**config.mk**
```make
export PLATFORM = sky130hd
export DESIGN_NAME = seq_sub_divider
export DESIGN_NICKNAME = d
export VERILOG_FILES = /design/src/rtl/seq_sub_divider.sv
export SDC_FILE = /design/constraint.sdc
export NUM_CORES = 1
export LEC_CHECK = 0
export CORE_MARGIN = 5
export CORE_UTILIZATION = 46
export CTS_CLUSTER_DIAMETER = 120
export CTS_CLUSTER_SIZE = 24
export DETAILED_ROUTE_END_ITERATION = 7
export GPL_TIMING_DRIVEN = 0
export MAX_ROUTING_LAYER = met4
export PLACE_DENSITY = 0.88
export SYNTH_ARGS = -nofsm -noshare
export SYNTH_HDL_FRONTEND = slang
export SYNTH_SLANG_ARGS = --single-unit
```
**constraint.sdc**
```tcl
create_clock -name clock -period 2.5 [get_ports clock]
set_input_delay 0.375 -clock clock [delete_from_list [all_inputs] [get_ports clock]]
set_output_delay 0.375 -clock clock [all_outputs]
set_load 0.01 [all_outputs]
```
**src/rtl/seq_sub_divider.sv**
```systemverilog
// seq_sub_divider: sequential unsigned divider using repeated subtraction,
// one subtract per clock, framed by a start/busy/done handshake.
//
// Ports:
//   clock        rising-edge clock
//   reset        asynchronous, active-low reset
//   start        request a division; accepted only when not busy
//   dividend     unsigned dividend, captured on an accepted start
//   divisor      unsigned divisor, captured on an accepted start
//   quotient     result quotient, valid while done=1
//   remainder    result remainder, valid while done=1
//   busy         high while the division is running
//   done         high from completion until the next accepted start
//   div_by_zero  high with done when the captured divisor was 0
module seq_sub_divider #(
  parameter int unsigned WIDTH = 8
) (
  input  logic             clock,
  input  logic             reset,
  input  logic             start,
  input  logic [WIDTH-1:0] dividend,
  input  logic [WIDTH-1:0] divisor,
  output logic [WIDTH-1:0] quotient,
  output logic [WIDTH-1:0] remainder,
  output logic             busy,
  output logic             done,
  output logic             div_by_zero
);

  typedef enum logic [1:0] {
    S_IDLE = 2'd0,
    S_RUN  = 2'd1,
    S_DONE = 2'd2
  } state_t;

  state_t           r_state;
  logic [WIDTH-1:0] r_quot;
  logic [WIDTH-1:0] r_rem;
  logic [WIDTH-1:0] r_dvsr;
  logic             r_dbz;
  logic             r_busy;
  logic             r_done;

  state_t           w_state_nxt;
  logic [WIDTH-1:0] w_quot_nxt;
  logic [WIDTH-1:0] w_rem_nxt;
  logic [WIDTH-1:0] w_dvsr_nxt;
  logic             w_dbz_nxt;
  logic             w_accept;

  // start is only honoured outside RUN
  assign w_accept = start && (r_state != S_RUN);

  // State register and datapath registers
  always_ff @(posedge clock or negedge reset) begin
    if (!reset) begin
      r_state <= S_IDLE;
      r_quot  <= '0;
      r_rem   <= '0;
      r_dvsr  <= '0;
      r_dbz   <= 1'b0;
      r_busy  <= 1'b0;
      r_done  <= 1'b0;
    end else begin
      r_state <= w_state_nxt;
      r_quot  <= w_quot_nxt;
      r_rem   <= w_rem_nxt;
      r_dvsr  <= w_dvsr_nxt;
      r_dbz   <= w_dbz_nxt;
      // busy/done are registered copies of the next-state decode
      r_busy  <= (w_state_nxt == S_RUN);
      r_done  <= (w_state_nxt == S_DONE);
    end
  end

  // Next-state and next-datapath logic
  always_comb begin
    w_state_nxt = r_state;
    w_quot_nxt  = r_quot;
    w_rem_nxt   = r_rem;
    w_dvsr_nxt  = r_dvsr;
    w_dbz_nxt   = r_dbz;

    case (r_state)
      S_IDLE, S_DONE: begin
        if (w_accept) begin
          w_rem_nxt  = dividend;
          w_dvsr_nxt = divisor;
          if (divisor == '0) begin
            // Divide by zero finishes immediately with an all-ones quotient
            w_state_nxt = S_DONE;
            w_quot_nxt  = '1;
            w_dbz_nxt   = 1'b1;
          end else begin
            w_state_nxt = S_RUN;
            w_quot_nxt  = '0;
            w_dbz_nxt   = 1'b0;
          end
        end
      end
      S_RUN: begin
        // Subtraction only when it cannot underflow
        if (r_rem >= r_dvsr) begin
          w_rem_nxt  = r_rem - r_dvsr;
          w_quot_nxt = r_quot + WIDTH'(1);
        end else begin
          w_state_nxt = S_DONE;
        end
      end
      default: begin
        w_state_nxt = S_IDLE;
      end
    endcase
  end

  assign quotient    = r_quot;
  assign remainder   = r_rem;
  assign busy        = r_busy;
  assign done        = r_done;
  assign div_by_zero = r_dbz;

endmodule

```
; ---- After elaboration in Yosys (flattened, before gate mapping)
; Cells that the tools add are included.
[totals]
ff_bits = 29
wordCells = 36
input_bits = 19
[op_classes]
magnitude_cmp = 1
n_addsub = 2
n_mux = 12
n_eq_ne = 7
reduce_logical = 7
[ops]
columns = cell, n
row1 = 8-bit 2-to-1 mux, 5
row2 = 8-bit case mux with 2 select lines, 2
row3 = "8-bit by 1-bit adder with 8-bit output, second input constant", 1
row4 = 8-bit >= comparator, 1
row5 = 8-bit zero test, 1
row6 = 8-bit subtractor, 1
row7 = 2-bit 2-to-1 mux, 3
row8 = "2-bit by 1-bit == test with 1-bit output, second input constant", 2
row9 = "2-bit == test, second input constant", 2
row10 = "2-bit != test, second input constant", 2
row11 = 2-bit case mux with 2 select lines, 1
row12 = 3-bit AND reduction, 1
row13 = 2-bit zero test, 1
row14 = "2-bit by 1-bit != test with 1-bit output, second input constant", 1
row15 = 2-bit AND reduction, 1
row16 = 2-bit nonzero test, 1
row17 = 2-bit OR reduction, 1
row18 = 1-bit logical AND, 1
row19 = 1-bit 2-to-1 mux, 1

; ---- Depth between registers and ports, before layout
; Gate-level depths: netlist (run 1).
[logic_depth]
ltp_word = 5
mapped_depth = 9
mapped_depth_nobuf = 8

; ---- Worst setup path before layout (run 1)
; No wires, ideal clock.
[synth_path]
path_type = reg-to-reg
from = register r_rem[5], in the netlist remainder[5]
to = register r_rem[4], in the netlist remainder[4]
stages_incl_launch_ff = 8
required_time_ps = 2375
slack_ps = 56
setup_time_ps = 125
n_path_buf = 1
t_arrival_ps = 2319
path_cell_list = dfrtp_1 -> ha_1 -> a211o_1 -> and3b_4 -> or4b_4 -> and2_1 -> buf_6 -> mux2_4
[synth_via]
elab_chain_len = 3
[synth_rtl]
columns = element, line
row1 = "start, declared", 38  ; logic [WIDTH-1:0] r_rem;
row2 = "start signal, assigned", 67  ; r_rem <= w_rem_nxt;
row3 = 8-bit >= comparator, 103  ; if (r_rem >= r_dvsr) begin
row4 = 2-bit != test (no source line), -
row5 = 3-bit AND reduction (no source line), -
; No other way between the ends.
; A chain may end at the register's enable or synchronous reset.

; ---- Final worst setup path (run 1)
; Same ends and word-level chain as after synthesis.

==> results of run 1 <==
flip-flops by register name, indices dropped and copies added, names as in the netlist:
name / cells
r_dvsr: 8
r_state: 2
busy: 1
div_by_zero: 1
remainder: 8
done: 1
quotient: 8
worst max path at each step:
stage / cells after the start / to / from
after floorplan: 7 / remainder[4]$_DFFE_PN0P_ / remainder[5]$_DFFE_PN0P_
after global placement: 6 / quotient[2]$_DFFE_PN0P_ / divisor[3]
after detailed placement: 6 / quotient[2]$_DFFE_PN0P_ / divisor[7]
after CTS: 7 / remainder[4]$_DFFE_PN0P_ / remainder[5]$_DFFE_PN0P_
after global routing: 8 / remainder[4]$_DFFE_PN0P_ / r_dvsr[5]$_DFFE_PN0P_
final: 7 / remainder[4]$_DFFE_PN0P_ / remainder[5]$_DFFE_PN0P_
per-layer routing:
metal	GRT usage (%)	part of all wire, %	vias up
met5	-	0	-
met4	8.402	2.5	0
met3	4.683	4.9	9
met2	25.55	45	49
met1	24.57	47	789
li1	-	-	822
metrics by stage:
stage | setup WS [ns] | TNS [ns] | cells | hold slack, ns | cell area (um^2)
4_1_cts | 0.03664 | 0 | 288 | 0.5089 | 2361
5_1_grt | -0.03146 | -0.03146 | 292 | 0.1537 | 2440
3_5_place_dp | -0.1622 | -1.039 | 280 | 0.4940 | 2242
3_3_place_gp | -0.2485 | -1.663 | 280 | 0.4783 | 2242
6_report | 0.02407 | 0 | 292 | 0.1055 | 2440
2_1_floorplan | 0.05599 | 0 | 195 | 0.07941 | 1812
worst register-to-register path, delay by kind of cell (launching register included):
kind / cells / cell delay, ns
AO/OA/AOI/OAI: 1 / 0.33
adder cells (fa/ha/maj): 1 / 0.24
buffers and inverters: 1 / 0.14
multiplexers: 1 / 0.29
AND/OR/NAND/NOR: 3 / 0.92
flip-flops: 1 / 0.44
kinds of logic (layout without fill, tap and decap cells):
group,after synthesis,after routing
adder cells (fa/ha/maj),10,10
AND/OR/NAND/NOR,58,58
buffers and inverters,19,68
AO/OA/AOI/OAI,67,67
flip-flops,29,29
XOR/XNOR,2,2
multiplexers,10,10
cells in the mapped netlist (2+ instances only):
cell type,n,area (um^2)
sky130_fd_sc_hd__nand4_1,2,12.51
sky130_fd_sc_hd__nand2b_1,5,31.28
sky130_fd_sc_hd__nor2_1,10,37.54
sky130_fd_sc_hd__xnor2_1,2,17.52
sky130_fd_sc_hd__nor2b_1,4,25.02
sky130_fd_sc_hd__clkbuf_1,8,30.03
sky130_fd_sc_hd__a211o_1,2,17.52
sky130_fd_sc_hd__inv_1,9,33.78
sky130_fd_sc_hd__nand3_1,7,35.03
sky130_fd_sc_hd__a2111oi_0,2,17.52
sky130_fd_sc_hd__a21o_1,2,15.01
sky130_fd_sc_hd__a2bb2oi_1,2,17.52
sky130_fd_sc_hd__a31oi_1,7,43.79
sky130_fd_sc_hd__nor3_1,3,15.01
sky130_fd_sc_hd__ha_1,9,112.6
sky130_fd_sc_hd__and4_1,2,17.52
sky130_fd_sc_hd__a21oi_1,21,105.1
sky130_fd_sc_hd__nand2_1,13,48.80
sky130_fd_sc_hd__nand3b_1,3,22.52
sky130_fd_sc_hd__and3_1,2,12.51
sky130_fd_sc_hd__mux2_2,8,90.09
sky130_fd_sc_hd__a211oi_1,8,60.06
sky130_fd_sc_hd__dfrtp_1,29,725.7
sky130_fd_sc_hd__nor4_1,2,12.51
sky130_fd_sc_hd__o21a_1,2,15.01
sky130_fd_sc_hd__o21ai_0,13,65.06
area by class of cell:
class / count / area (um^2)
fillers: 314 / 1304
multi-input cells: 147 / 1074
flip-flops and latches: 29 / 726.9
repair buffers: 41 / 395.4
clock buffers: 7 / 96.34
well taps: 48 / 60.06
plain buffers: 10 / 48.80
inverters: 9 / 33.78
clock inverters: 1 / 5.005
power groups by stage:
| stage | sequential [uW] | combinational, uW | clock, uW |
|---|---|---|---|
| finish | 890 | 2540 | 419 |
| global route | 926 | 2790 | 451 |
| detailed placement | 886 | 2250 | 0 |
| global placement | 876 | 2200 | 0 |
| floorplan | 898 | 1550 | 0 |
| CTS | 883 | 2300 | 434 |
repair_timing:
action	4_1_cts	5_1_grt
setup buffers	0	4
gates resized for setup	4	18
endpoints found under the setup margin	10	13
pin swaps	0	3
==> flow_results.xml, run 1 <==
<?xml version="1.0" encoding="UTF-8"?>
<metrics>
  <group name="synth">
    <metric name="dominant_combinational_cell_family_by_area_after_synthesis" unit="">compound AO/OA/AOI/OAI gates</metric>
    <metric name="synth-async-reset-ratio" unit="%">100.0</metric>
    <metric name="seq_area_frac_synth" unit="%">40.06</metric>
    <metric name="syn_nets" unit="">224</metric>
    <metric name="fraction_of_the_mapped_netlist_area_in_simple_logic_gates" unit="%">17.68</metric>
    <metric name="synth_flop_cell" unit="">sky130_fd_sc_hd__dfrtp_1</metric>
    <metric name="syn_area_per_cell" unit="um^2">9.291</metric>
    <metric name="synth_xor_xnor_area_share" unit="%">0.9669</metric>
    <metric name="synth_fa_ha_area_share" unit="%">7.320</metric>
    <metric name="yosysWarnings" unit="">0</metric>
    <metric name="synth_edf_count" unit="">0</metric>
    <metric name="ys_ff_latch" unit="">29</metric>
    <metric name="synthesized_area_fraction_occupied_by_ao_oa_aoi_and_oai_cells" unit="%">23.27</metric>
    <metric name="post_synth_instance_area" unit="mm^2">0.001812</metric>
    <metric name="multiplexer_fraction_of_the_synthesized_cell_area" unit="%">6.354</metric>
    <metric name="synthCells" unit="">195</metric>
    <metric name="synth.distinct_cells" unit="">44</metric>
  </group>
  <group name="timing">
    <metric name="finalHoldViolCount" unit="">0</metric>
    <metric name="final-setup-viol-count" unit="">0</metric>
    <metric name="fin_skew" unit="ns">0.005846</metric>
    <metric name="tightest_slew" unit="ns">0.6273</metric>
    <metric name="slew_viol_final" unit="">0</metric>
    <metric name="post-route-period-util" unit="%">99.04</metric>
    <metric name="maxClockFrequency" unit="GHz">0.4039</metric>
    <metric name="timing.slew.headroom" unit="%">58.18</metric>
    <metric name="time_the_final_worst_path_needs_with_i_o_delays_and_setup" unit="ns">2.476</metric>
  </group>
  <group name="detailed_routing">
    <metric name="totalWireLength" unit="um">4426</metric>
    <metric name="drt_iter0_drc" unit="">142</metric>
    <metric name="average_vias_per_placed_instance" unit="">5.716</metric>
    <metric name="wl_per_cell" unit="um">15.16</metric>
    <metric name="drt.antenna.violating_nets" unit="">0</metric>
    <metric name="detailroute.via_count" unit="">1669</metric>
    <metric name="drt-pass1-iter-count" unit="">4</metric>
    <metric name="route.detailed.drc" unit="">0</metric>
  </group>
  <group name="floorplanning">
    <metric name="die_height" unit="um">72.76</metric>
    <metric name="initial_utilization" unit="%">48.40</metric>
    <metric name="pin_count" unit="">38</metric>
    <metric name="rows" unit="">22</metric>
    <metric name="fp.dieW" unit="um">72.76</metric>
    <metric name="core" unit="mm^2">0.003744</metric>
    <metric name="fp.dieArea" unit="mm^2">0.005293</metric>
  </group>
  <group name="pwr">
    <metric name="pwr_density_cell" unit="mW/mm^2">1579</metric>
    <metric name="cellLeakagePower" unit="uW">0.001013</metric>
    <metric name="share_comb_of_total_power" unit="%">66.0</metric>
    <metric name="netSwitchingPower" unit="uW">1665</metric>
    <metric name="cell_internal_pwr" unit="uW">2189</metric>
    <metric name="vdd.ir_drop.worst" unit="V">0.0007573</metric>
    <metric name="power.switching_fraction" unit="%">43.20</metric>
    <metric name="power_frac_clock" unit="%">10.9</metric>
    <metric name="seq_power_share" unit="%">23.1</metric>
    <metric name="post-layout-total-power" unit="uW">3853</metric>
  </group>
  <group name="placement">
    <metric name="hpwlAfterDp" unit="um">3276</metric>
    <metric name="port-buffer-count" unit="">37</metric>
    <metric name="finalWeightedCongestion" unit="">0.9141</metric>
  </group>
  <group name="worst_hold_path">
    <metric name="worst_hold_path_type" unit="">in -&gt; async</metric>
  </group>
  <group name="outcome">
    <metric name="status" unit="">finished clean</metric>
  </group>
  <group name="worst_setup_path">
    <metric name="timing.setup.critical_path_class" unit="">reg -&gt; reg</metric>
    <metric name="cp_data_required_time" unit="ns">2.67</metric>
    <metric name="reg2reg_setup_slack" unit="ns">0.02</metric>
    <metric name="timing.critical_path.arrival" unit="ns">2.64</metric>
    <metric name="timing.critical_path.to_type" unit="">flop</metric>
    <metric name="timing.rr.end" unit="">remainder[4]$_DFFE_PN0P_</metric>
    <metric name="critPathTopFamily" unit="">simple AND/OR/NAND/NOR gates</metric>
    <metric name="r2r_start" unit="">remainder[5]$_DFFE_PN0P_</metric>
    <metric name="cp_num_buf_inv" unit="">1</metric>
    <metric name="cp_slowest_cell" unit="">sky130_fd_sc_hd__or4b_4</metric>
    <metric name="worstPathCellList" unit="">ha_4 &gt; a211o_1 &gt; and3b_4 &gt; or4b_4 &gt; and2_4 &gt; buf_6 &gt; mux2_4</metric>
    <metric name="count_of_cells_along_the_worst_register_to_register_path" unit="">7</metric>
    <metric name="crit_path_max_incr_delay" unit="ns">0.54</metric>
    <metric name="worst_setup_path_start_kind" unit="">flop</metric>
    <metric name="critPathMaxFanout" unit="">9</metric>
  </group>
  <group name="cts">
    <metric name="tritoncts.num_buffers" unit="">5</metric>
    <metric name="clock_tree_from_tritoncts" unit="">done</metric>
    <metric name="cts.reportedPaths.clkPinSlew" unit="ns">0.06</metric>
    <metric name="cts_hold_repair.buffers" unit="">0</metric>
    <metric name="clockBufferDepth" unit="">2</metric>
    <metric name="worst_skew_pair_later_pin_latency" unit="ns">0.28</metric>
    <metric name="cell_at_the_root_of_the_clock_tree" unit="">sky130_fd_sc_hd__clkbuf_8</metric>
    <metric name="numClockSinks" unit="">29</metric>
    <metric name="cts_htree_levels" unit="">2</metric>
  </group>
  <group name="grt">
    <metric name="first_global_vias" unit="">1476</metric>
    <metric name="global_route_wire_length_before_repair" unit="um">7113</metric>
    <metric name="grt_overflow" unit="">0</metric>
    <metric name="gr-usage-all-layers" unit="%">18.24</metric>
    <metric name="largest_net_degree_at_the_start_of_global_routing" unit="">30</metric>
    <metric name="grt_antenna_before_repair" unit="">0</metric>
  </group>
  <group name="layout">
    <metric name="layout.cells.most_common_list" unit="">36 x sky130_fd_sc_hd__clkdlybuf4s50_1, 28 x sky130_fd_sc_hd__dfrtp_1, 19 x sky130_fd_sc_hd__a21oi_1</metric>
    <metric name="final_layout_size_suffix_gt1_share" unit="%">16.80</metric>
    <metric name="synthToLayoutAreaGrowth" unit="%">34.67</metric>
    <metric name="layout_commonest_cell" unit="">sky130_fd_sc_hd__clkdlybuf4s50_1</metric>
    <metric name="final_nets" unit="">272</metric>
    <metric name="antenna-diode-count" unit="">0</metric>
    <metric name="postLayoutCoreUtil" unit="%">65.17</metric>
  </group>
  <group name="job">
    <metric name="max-cap-violations" unit="">0</metric>
  </group>
</metrics>
(Power assumes the default switching activity.)
==> inputs of run 2 (changes only) <==
--- a/config.mk
+++ b/config.mk
@@ -5,7 +5,6 @@
 export SDC_FILE = /design/constraint.sdc
 export NUM_CORES = 1
 export LEC_CHECK = 0
-export CORE_MARGIN = 5
 export CORE_UTILIZATION = 46
 export CTS_CLUSTER_DIAMETER = 120
 export CTS_CLUSTER_SIZE = 24
==> run 2 against run 1 <==
Net effect: final cell count fell by 1.4%; final area shrank 1.4%; flip-flop and latch count stayed put; register-to-register slack improved by 0.02 ns; combinational power down 2%; global-route usage grew 5.4 points; die area fell by 21%; clock power rose by 1%; total power fell by 1.7%; setup slack better by 0.016 ns; clock skew about the same; critical path depth is the same; critical endpoint unchanged; largest cell class unchanged.
==> flow_results.xml, run 2 (synthesis results as in run 1) <==
<?xml version="1.0" encoding="UTF-8"?>
<metrics>
  <group name="layout">
    <metric name="layout.cells.most_common_list" unit="">36 x sky130_fd_sc_hd__clkdlybuf4s50_1, 28 x sky130_fd_sc_hd__dfrtp_1, 19 x sky130_fd_sc_hd__a21oi_1</metric>
    <metric name="synthToLayoutAreaGrowth" unit="%">32.80</metric>
    <metric name="final_nets" unit="">268</metric>
    <metric name="layout_commonest_cell" unit="">sky130_fd_sc_hd__clkdlybuf4s50_1</metric>
    <metric name="antenna-diode-count" unit="">0</metric>
    <metric name="final_layout_size_suffix_gt1_share" unit="%">14.58</metric>
  </group>
  <group name="detailed_routing">
    <metric name="wl_per_cell" unit="um">15.44</metric>
    <metric name="average_vias_per_placed_instance" unit="">5.858</metric>
    <metric name="detailroute.via_count" unit="">1687</metric>
    <metric name="drt_iter0_drc" unit="">152</metric>
    <metric name="route.detailed.drc" unit="">0</metric>
    <metric name="totalWireLength" unit="um">4448</metric>
    <metric name="drt-pass1-iter-count" unit="">5</metric>
    <metric name="drt.antenna.violating_nets" unit="">0</metric>
  </group>
  <group name="timing">
    <metric name="fin_skew" unit="ns">0.006263</metric>
    <metric name="time_the_final_worst_path_needs_with_i_o_delays_and_setup" unit="ns">2.460</metric>
    <metric name="finalHoldViolCount" unit="">0</metric>
    <metric name="final-setup-viol-count" unit="">0</metric>
    <metric name="fin_ws" unit="ns">0.04040</metric>
    <metric name="slew_viol_final" unit="">0</metric>
    <metric name="totalNegativeSetupSlack" unit="ns">0</metric>
    <metric name="tightest_slew" unit="ns">0.6209</metric>
    <metric name="maxClockFrequency" unit="GHz">0.4066</metric>
    <metric name="fin_hold_ws" unit="ns">0.1032</metric>
    <metric name="timing.slew.headroom" unit="%">58.61</metric>
    <metric name="post-route-period-util" unit="%">98.38</metric>
  </group>
  <group name="cts">
    <metric name="cell_at_the_root_of_the_clock_tree" unit="">sky130_fd_sc_hd__clkbuf_8</metric>
    <metric name="cts_setup_buffers" unit="">0</metric>
    <metric name="clockBufferDepth" unit="">2</metric>
    <metric name="tritoncts.num_buffers" unit="">5</metric>
    <metric name="clock_tree_from_tritoncts" unit="">done</metric>
    <metric name="cts_htree_levels" unit="">2</metric>
    <metric name="worst_skew_pair_later_pin_latency" unit="ns">0.28</metric>
    <metric name="numClockSinks" unit="">29</metric>
    <metric name="cts.reportedPaths.clkPinSlew" unit="ns">0.06</metric>
  </group>
  <group name="placement">
    <metric name="hpwlAfterDp" unit="um">3058</metric>
    <metric name="port-buffer-count" unit="">37</metric>
    <metric name="placement.setup.worst_slack" unit="ns">-0.2170</metric>
    <metric name="finalWeightedCongestion" unit="">0.8821</metric>
  </group>
  <group name="pwr">
    <metric name="seq_power_share" unit="%">23.4</metric>
    <metric name="power.switching_fraction" unit="%">44.33</metric>
    <metric name="cell_internal_pwr" unit="uW">2109</metric>
    <metric name="pwr_density_cell" unit="mW/mm^2">1574</metric>
    <metric name="vdd.ir_drop.worst" unit="V">0.0005968</metric>
    <metric name="power_frac_clock" unit="%">11.2</metric>
    <metric name="share_comb_of_total_power" unit="%">65.4</metric>
    <metric name="cellLeakagePower" unit="uW">0.0009887</metric>
    <metric name="netSwitchingPower" unit="uW">1679</metric>
  </group>
  <group name="floorplanning">
    <metric name="rows" unit="">22</metric>
    <metric name="fp.dieW" unit="um">64.76</metric>
    <metric name="pin_count" unit="">38</metric>
    <metric name="initial_utilization" unit="%">48.75</metric>
    <metric name="die_height" unit="um">64.76</metric>
    <metric name="core" unit="mm^2">0.003716</metric>
    <metric name="fp.dieArea" unit="mm^2">0.004193</metric>
  </group>
  <group name="grt">
    <metric name="global_route_wire_length_before_repair" unit="um">7265</metric>
    <metric name="first_global_vias" unit="">1596</metric>
    <metric name="gr-usage-all-layers" unit="%">23.66</metric>
    <metric name="largest_net_degree_at_the_start_of_global_routing" unit="">30</metric>
    <metric name="grt_overflow" unit="">0</metric>
    <metric name="grt_antenna_before_repair" unit="">0</metric>
  </group>
  <group name="worst_setup_path">
    <metric name="cp_data_required_time" unit="ns">2.67</metric>
    <metric name="timing.critical_path.arrival" unit="ns">2.63</metric>
    <metric name="worstPathCellList" unit="">ha_4 &gt; a211o_1 &gt; and3b_4 &gt; or4b_4 &gt; and2_1 &gt; buf_6 &gt; mux2_4</metric>
    <metric name="crit_path_max_incr_delay" unit="ns">0.51</metric>
    <metric name="worst_setup_path_start_kind" unit="">flop</metric>
    <metric name="cp_slowest_cell" unit="">sky130_fd_sc_hd__or4b_4</metric>
    <metric name="timing.setup.critical_path_class" unit="">reg -&gt; reg</metric>
    <metric name="critPathMaxFanout" unit="">9</metric>
    <metric name="timing.critical_path.to_type" unit="">flop</metric>
    <metric name="reg2reg_setup_slack" unit="ns">0.04</metric>
    <metric name="critPathTopFamily" unit="">simple AND/OR/NAND/NOR gates</metric>
    <metric name="cp_num_buf_inv" unit="">1</metric>
  </group>
  <group name="job">
    <metric name="max-cap-violations" unit="">0</metric>
  </group>
  <group name="outcome">
    <metric name="status" unit="">finished clean</metric>
  </group>
  <group name="worst_hold_path">
    <metric name="worst_hold_path_type" unit="">in -&gt; async</metric>
  </group>
</metrics>
[run 2: final cells by class]
class                      count  area (um^2)
fill                         301         1310
multi-input combinational    147         1070
sequential                    29        726.9
timing repair buffer          37        365.4
clock buffer                   7        96.34
tap                           48        60.06
buffer                        10        48.80
inverter                       9        33.78
clock inverter                 1        5.005
[run 2: final timing paths]
kind | startpoint | to | cells past startpoint
max in group asynchronous | reset | remainder[5]$_DFFE_PN0P_ | 1
max reg2reg | remainder[5]$_DFFE_PN0P_ | remainder[4]$_DFFE_PN0P_ | 7
min | reset | remainder[1]$_DFFE_PN0P_ | 1
max | remainder[5]$_DFFE_PN0P_ | remainder[4]$_DFFE_PN0P_ | 7
min reg2reg | div_by_zero$_DFFE_PN0P_ | div_by_zero$_DFFE_PN0P_ | 2
min in group clock | div_by_zero$_DFFE_PN0P_ | div_by_zero$_DFFE_PN0P_ | 2
[run 2: metrics by stage]
stage,instances,total power [uW],utilization (%),area [um^2]
6_report,288,3788,64.75,2406
3_3_place_gp,280,3063,60.34,2242
4_1_cts,288,3619,63.54,2361
3_5_place_dp,280,3124,60.34,2242
5_1_grt,288,4091,64.75,2406
2_1_floorplan,195,2450,-,1812
[run 2: routing by layer]
layer	GRT usage (%)	routed length [um]	vias up
met3	5.458	283	11
met5	-	0	-
li1	-	-	815
met4	12.22	104	0
met1	30.86	1980	790
met2	34.11	2080	71
[run 2: power groups by stage]
stage | registers (uW) | clock network, uW | logic, uW
after floorplan | 898 | 0 | 1550
final | 885 | 425 | 2480
after global routing | 911 | 462 | 2720
after CTS | 878 | 432 | 2310
after detailed placement | 883 | 0 | 2240
after global placement | 870 | 0 | 2190
[run 2: what timing repair did]
item	in CTS	in global routing
hold buffers	0	0
resized for setup	4	16
setup endpoints to repair	7	14
==> inputs of run 3 (changes only) <==
--- a/config.mk
+++ b/config.mk
@@ -5,6 +5,7 @@
 export SDC_FILE = /design/constraint.sdc
 export NUM_CORES = 1
 export LEC_CHECK = 0
+export CORE_MARGIN = 1.5
 export CORE_UTILIZATION = 46
 export CTS_CLUSTER_DIAMETER = 120
 export CTS_CLUSTER_SIZE = 24
==> run 3 against run 2 <==
Net effect: sequential share of layout area rose by 0.22 points; flip-flop and latch count did not move; wire length rose by 0.40%; count of clock-buffer cells in the layout fell by 2; critical path type unchanged; largest power group unchanged.
==> flow_results.xml, run 3 (synthesis results as in run 1) <==
<?xml version="1.0" encoding="UTF-8"?>
<metrics>
  <group name="cts">
    <metric name="cts_htree_levels" unit="">2</metric>
    <metric name="numClockSinks" unit="">29</metric>
    <metric name="cell_at_the_root_of_the_clock_tree" unit="">sky130_fd_sc_hd__clkbuf_8</metric>
    <metric name="cts.reportedPaths.clkPinSlew" unit="ns">0.06</metric>
    <metric name="clockBufferDepth" unit="">2</metric>
    <metric name="worst_skew_pair_later_pin_latency" unit="ns">0.28</metric>
    <metric name="tritoncts.num_buffers" unit="">5</metric>
    <metric name="cts_hold_repair.buffers" unit="">0</metric>
    <metric name="clock_tree_from_tritoncts" unit="">done</metric>
  </group>
  <group name="layout">
    <metric name="post-route-cell-area" unit="mm^2">0.002389</metric>
    <metric name="antenna-diode-count" unit="">0</metric>
    <metric name="layout.cells.most_common_list" unit="">36 x sky130_fd_sc_hd__clkdlybuf4s50_1, 28 x sky130_fd_sc_hd__dfrtp_1, 19 x sky130_fd_sc_hd__a21oi_1</metric>
    <metric name="fillerInstances" unit="">295</metric>
    <metric name="postLayoutCoreUtil" unit="%">64.28</metric>
    <metric name="final_layout_size_suffix_gt1_share" unit="%">13.69</metric>
    <metric name="synthToLayoutAreaGrowth" unit="%">31.84</metric>
    <metric name="layout_commonest_cell" unit="">sky130_fd_sc_hd__clkdlybuf4s50_1</metric>
    <metric name="final_nets" unit="">269</metric>
  </group>
  <group name="grt">
    <metric name="gr-usage-all-layers" unit="%">22.48</metric>
    <metric name="global_route_wire_length_before_repair" unit="um">7079</metric>
    <metric name="grt_antenna_before_repair" unit="">0</metric>
    <metric name="grt_overflow" unit="">0</metric>
    <metric name="first_global_vias" unit="">1479</metric>
    <metric name="largest_net_degree_at_the_start_of_global_routing" unit="">30</metric>
  </group>
  <group name="timing">
    <metric name="finalHoldViolCount" unit="">0</metric>
    <metric name="fin_ws" unit="ns">0.06566</metric>
    <metric name="totalNegativeSetupSlack" unit="ns">0</metric>
    <metric name="final-setup-viol-count" unit="">0</metric>
    <metric name="slew_viol_final" unit="">0</metric>
    <metric name="post-route-period-util" unit="%">97.37</metric>
    <metric name="maxClockFrequency" unit="GHz">0.4108</metric>
    <metric name="time_the_final_worst_path_needs_with_i_o_delays_and_setup" unit="ns">2.434</metric>
    <metric name="timing.slew.headroom" unit="%">57.38</metric>
    <metric name="tightest_slew" unit="ns">0.6392</metric>
    <metric name="fin_skew" unit="ns">0.003179</metric>
  </group>
  <group name="worst_setup_path">
    <metric name="critPathMaxFanout" unit="">9</metric>
    <metric name="worst_setup_path_start_kind" unit="">flop</metric>
    <metric name="timing.critical_path.to_type" unit="">flop</metric>
    <metric name="count_of_cells_along_the_worst_register_to_register_path" unit="">7</metric>
    <metric name="cp_data_required_time" unit="ns">2.67</metric>
    <metric name="timing.setup.critical_path_class" unit="">reg -&gt; reg</metric>
    <metric name="timing.critical_path.arrival" unit="ns">2.61</metric>
  </group>
  <group name="floorplanning">
    <metric name="fp.dieW" unit="um">65.76</metric>
    <metric name="core" unit="mm^2">0.003716</metric>
    <metric name="initial_utilization" unit="%">48.75</metric>
    <metric name="rows" unit="">22</metric>
    <metric name="pin_count" unit="">38</metric>
    <metric name="fp.dieArea" unit="mm^2">0.004324</metric>
    <metric name="die_height" unit="um">65.76</metric>
  </group>
  <group name="detailed_routing">
    <metric name="drt-pass1-iter-count" unit="">4</metric>
    <metric name="wl_per_cell" unit="um">15.45</metric>
    <metric name="totalWireLength" unit="um">4466</metric>
    <metric name="drt_iter0_drc" unit="">158</metric>
    <metric name="route.detailed.drc" unit="">0</metric>
    <metric name="average_vias_per_placed_instance" unit="">5.803</metric>
    <metric name="drt.antenna.violating_nets" unit="">0</metric>
    <metric name="detailroute.via_count" unit="">1677</metric>
  </group>
  <group name="outcome">
    <metric name="status" unit="">finished clean</metric>
  </group>
  <group name="pwr">
    <metric name="pwr_density_cell" unit="mW/mm^2">1569</metric>
    <metric name="cellLeakagePower" unit="uW">0.0009885</metric>
    <metric name="vdd.ir_drop.worst" unit="V">0.0007234</metric>
  </group>
  <group name="placement">
    <metric name="hpwlAfterDp" unit="um">3014</metric>
    <metric name="dpl_cell_area" unit="mm^2">0.002242</metric>
    <metric name="finalWeightedCongestion" unit="">0.8772</metric>
    <metric name="placement.setup.worst_slack" unit="ns">-0.2053</metric>
    <metric name="port-buffer-count" unit="">37</metric>
  </group>
  <group name="worst_hold_path">
    <metric name="worst_hold_path_type" unit="">in -&gt; async</metric>
  </group>
  <group name="job">
    <metric name="max-cap-violations" unit="">0</metric>
  </group>
</metrics>
run 3: critical path: stages (launching register included):
cell and delay, ns:
sky130_fd_sc_hd__dfrtp_2 0.44, sky130_fd_sc_hd__ha_4 0.28, sky130_fd_sc_hd__a211o_1 0.28, sky130_fd_sc_hd__and3b_4 0.22, sky130_fd_sc_hd__or4b_4 0.52, sky130_fd_sc_hd__and2_1 0.17, sky130_fd_sc_hd__buf_6 0.14, sky130_fd_sc_hd__mux2_4 0.29
run 3: worst paths after layout:
path | start | to | slack (ns)
max in group asynchronous | reset | remainder[5]$_DFFE_PN0P_ | 1.94
hold reg to reg | r_dvsr[5]$_DFFE_PN0P_ | r_dvsr[5]$_DFFE_PN0P_ | 0.50
setup reg to reg | remainder[5]$_DFFE_PN0P_ | remainder[4]$_DFFE_PN0P_ | 0.07
min in group clock | r_dvsr[5]$_DFFE_PN0P_ | r_dvsr[5]$_DFFE_PN0P_ | 0.50
setup / recovery | remainder[5]$_DFFE_PN0P_ | remainder[4]$_DFFE_PN0P_ | 0.07
hold / removal | reset | r_dvsr[3]$_DFFE_PN0P_ | 0.11
run 3: cell type report:
type	instances	area, um^2	share of cell area (%)
clock inverter	3	17.52	0.7334
sequential	29	726.9	30.43
tap	48	60.06	2.514
buffer	10	48.80	2.043
multi-input combinational	147	1060	44.37
clock buffer	5	68.82	2.881
inverter	9	33.78	1.414
timing repair buffer	38	372.9	15.61
run 3: timing repair:
action                                  CTS  global route
gates cloned                              0             0
hold endpoints to repair                  0             0
gates resized for setup                   3            13
endpoints found under the setup margin    7            16
setup buffers                             0             1
run 3: power by group:
group	switching [uW]	internal, uW
logic	1310	1180
registers	188	692
clock network	185	191
run 3: layer usage:
metal  vias to the layer above  GRT usage (%)  part of all wire, %
li1                        816              -                    -
met1                       771          31.62                   46
met2                        78          30.43                   44
met3                        12          5.308                  7.5
met4                         0          10.42                  2.5
met5                         -              -                    0
run 3: per-stage QoR:
step / cells / power, uW / hold slack (ns)
CTS: 288 / 3522 / 0.5090
floorplan: 195 / 2450 / 0.07941
global placement: 280 / 3067 / 0.4805
detailed placement: 280 / 3113 / 0.4939
finish: 289 / 3748 / 0.1103
global route: 289 / 4053 / 0.1566
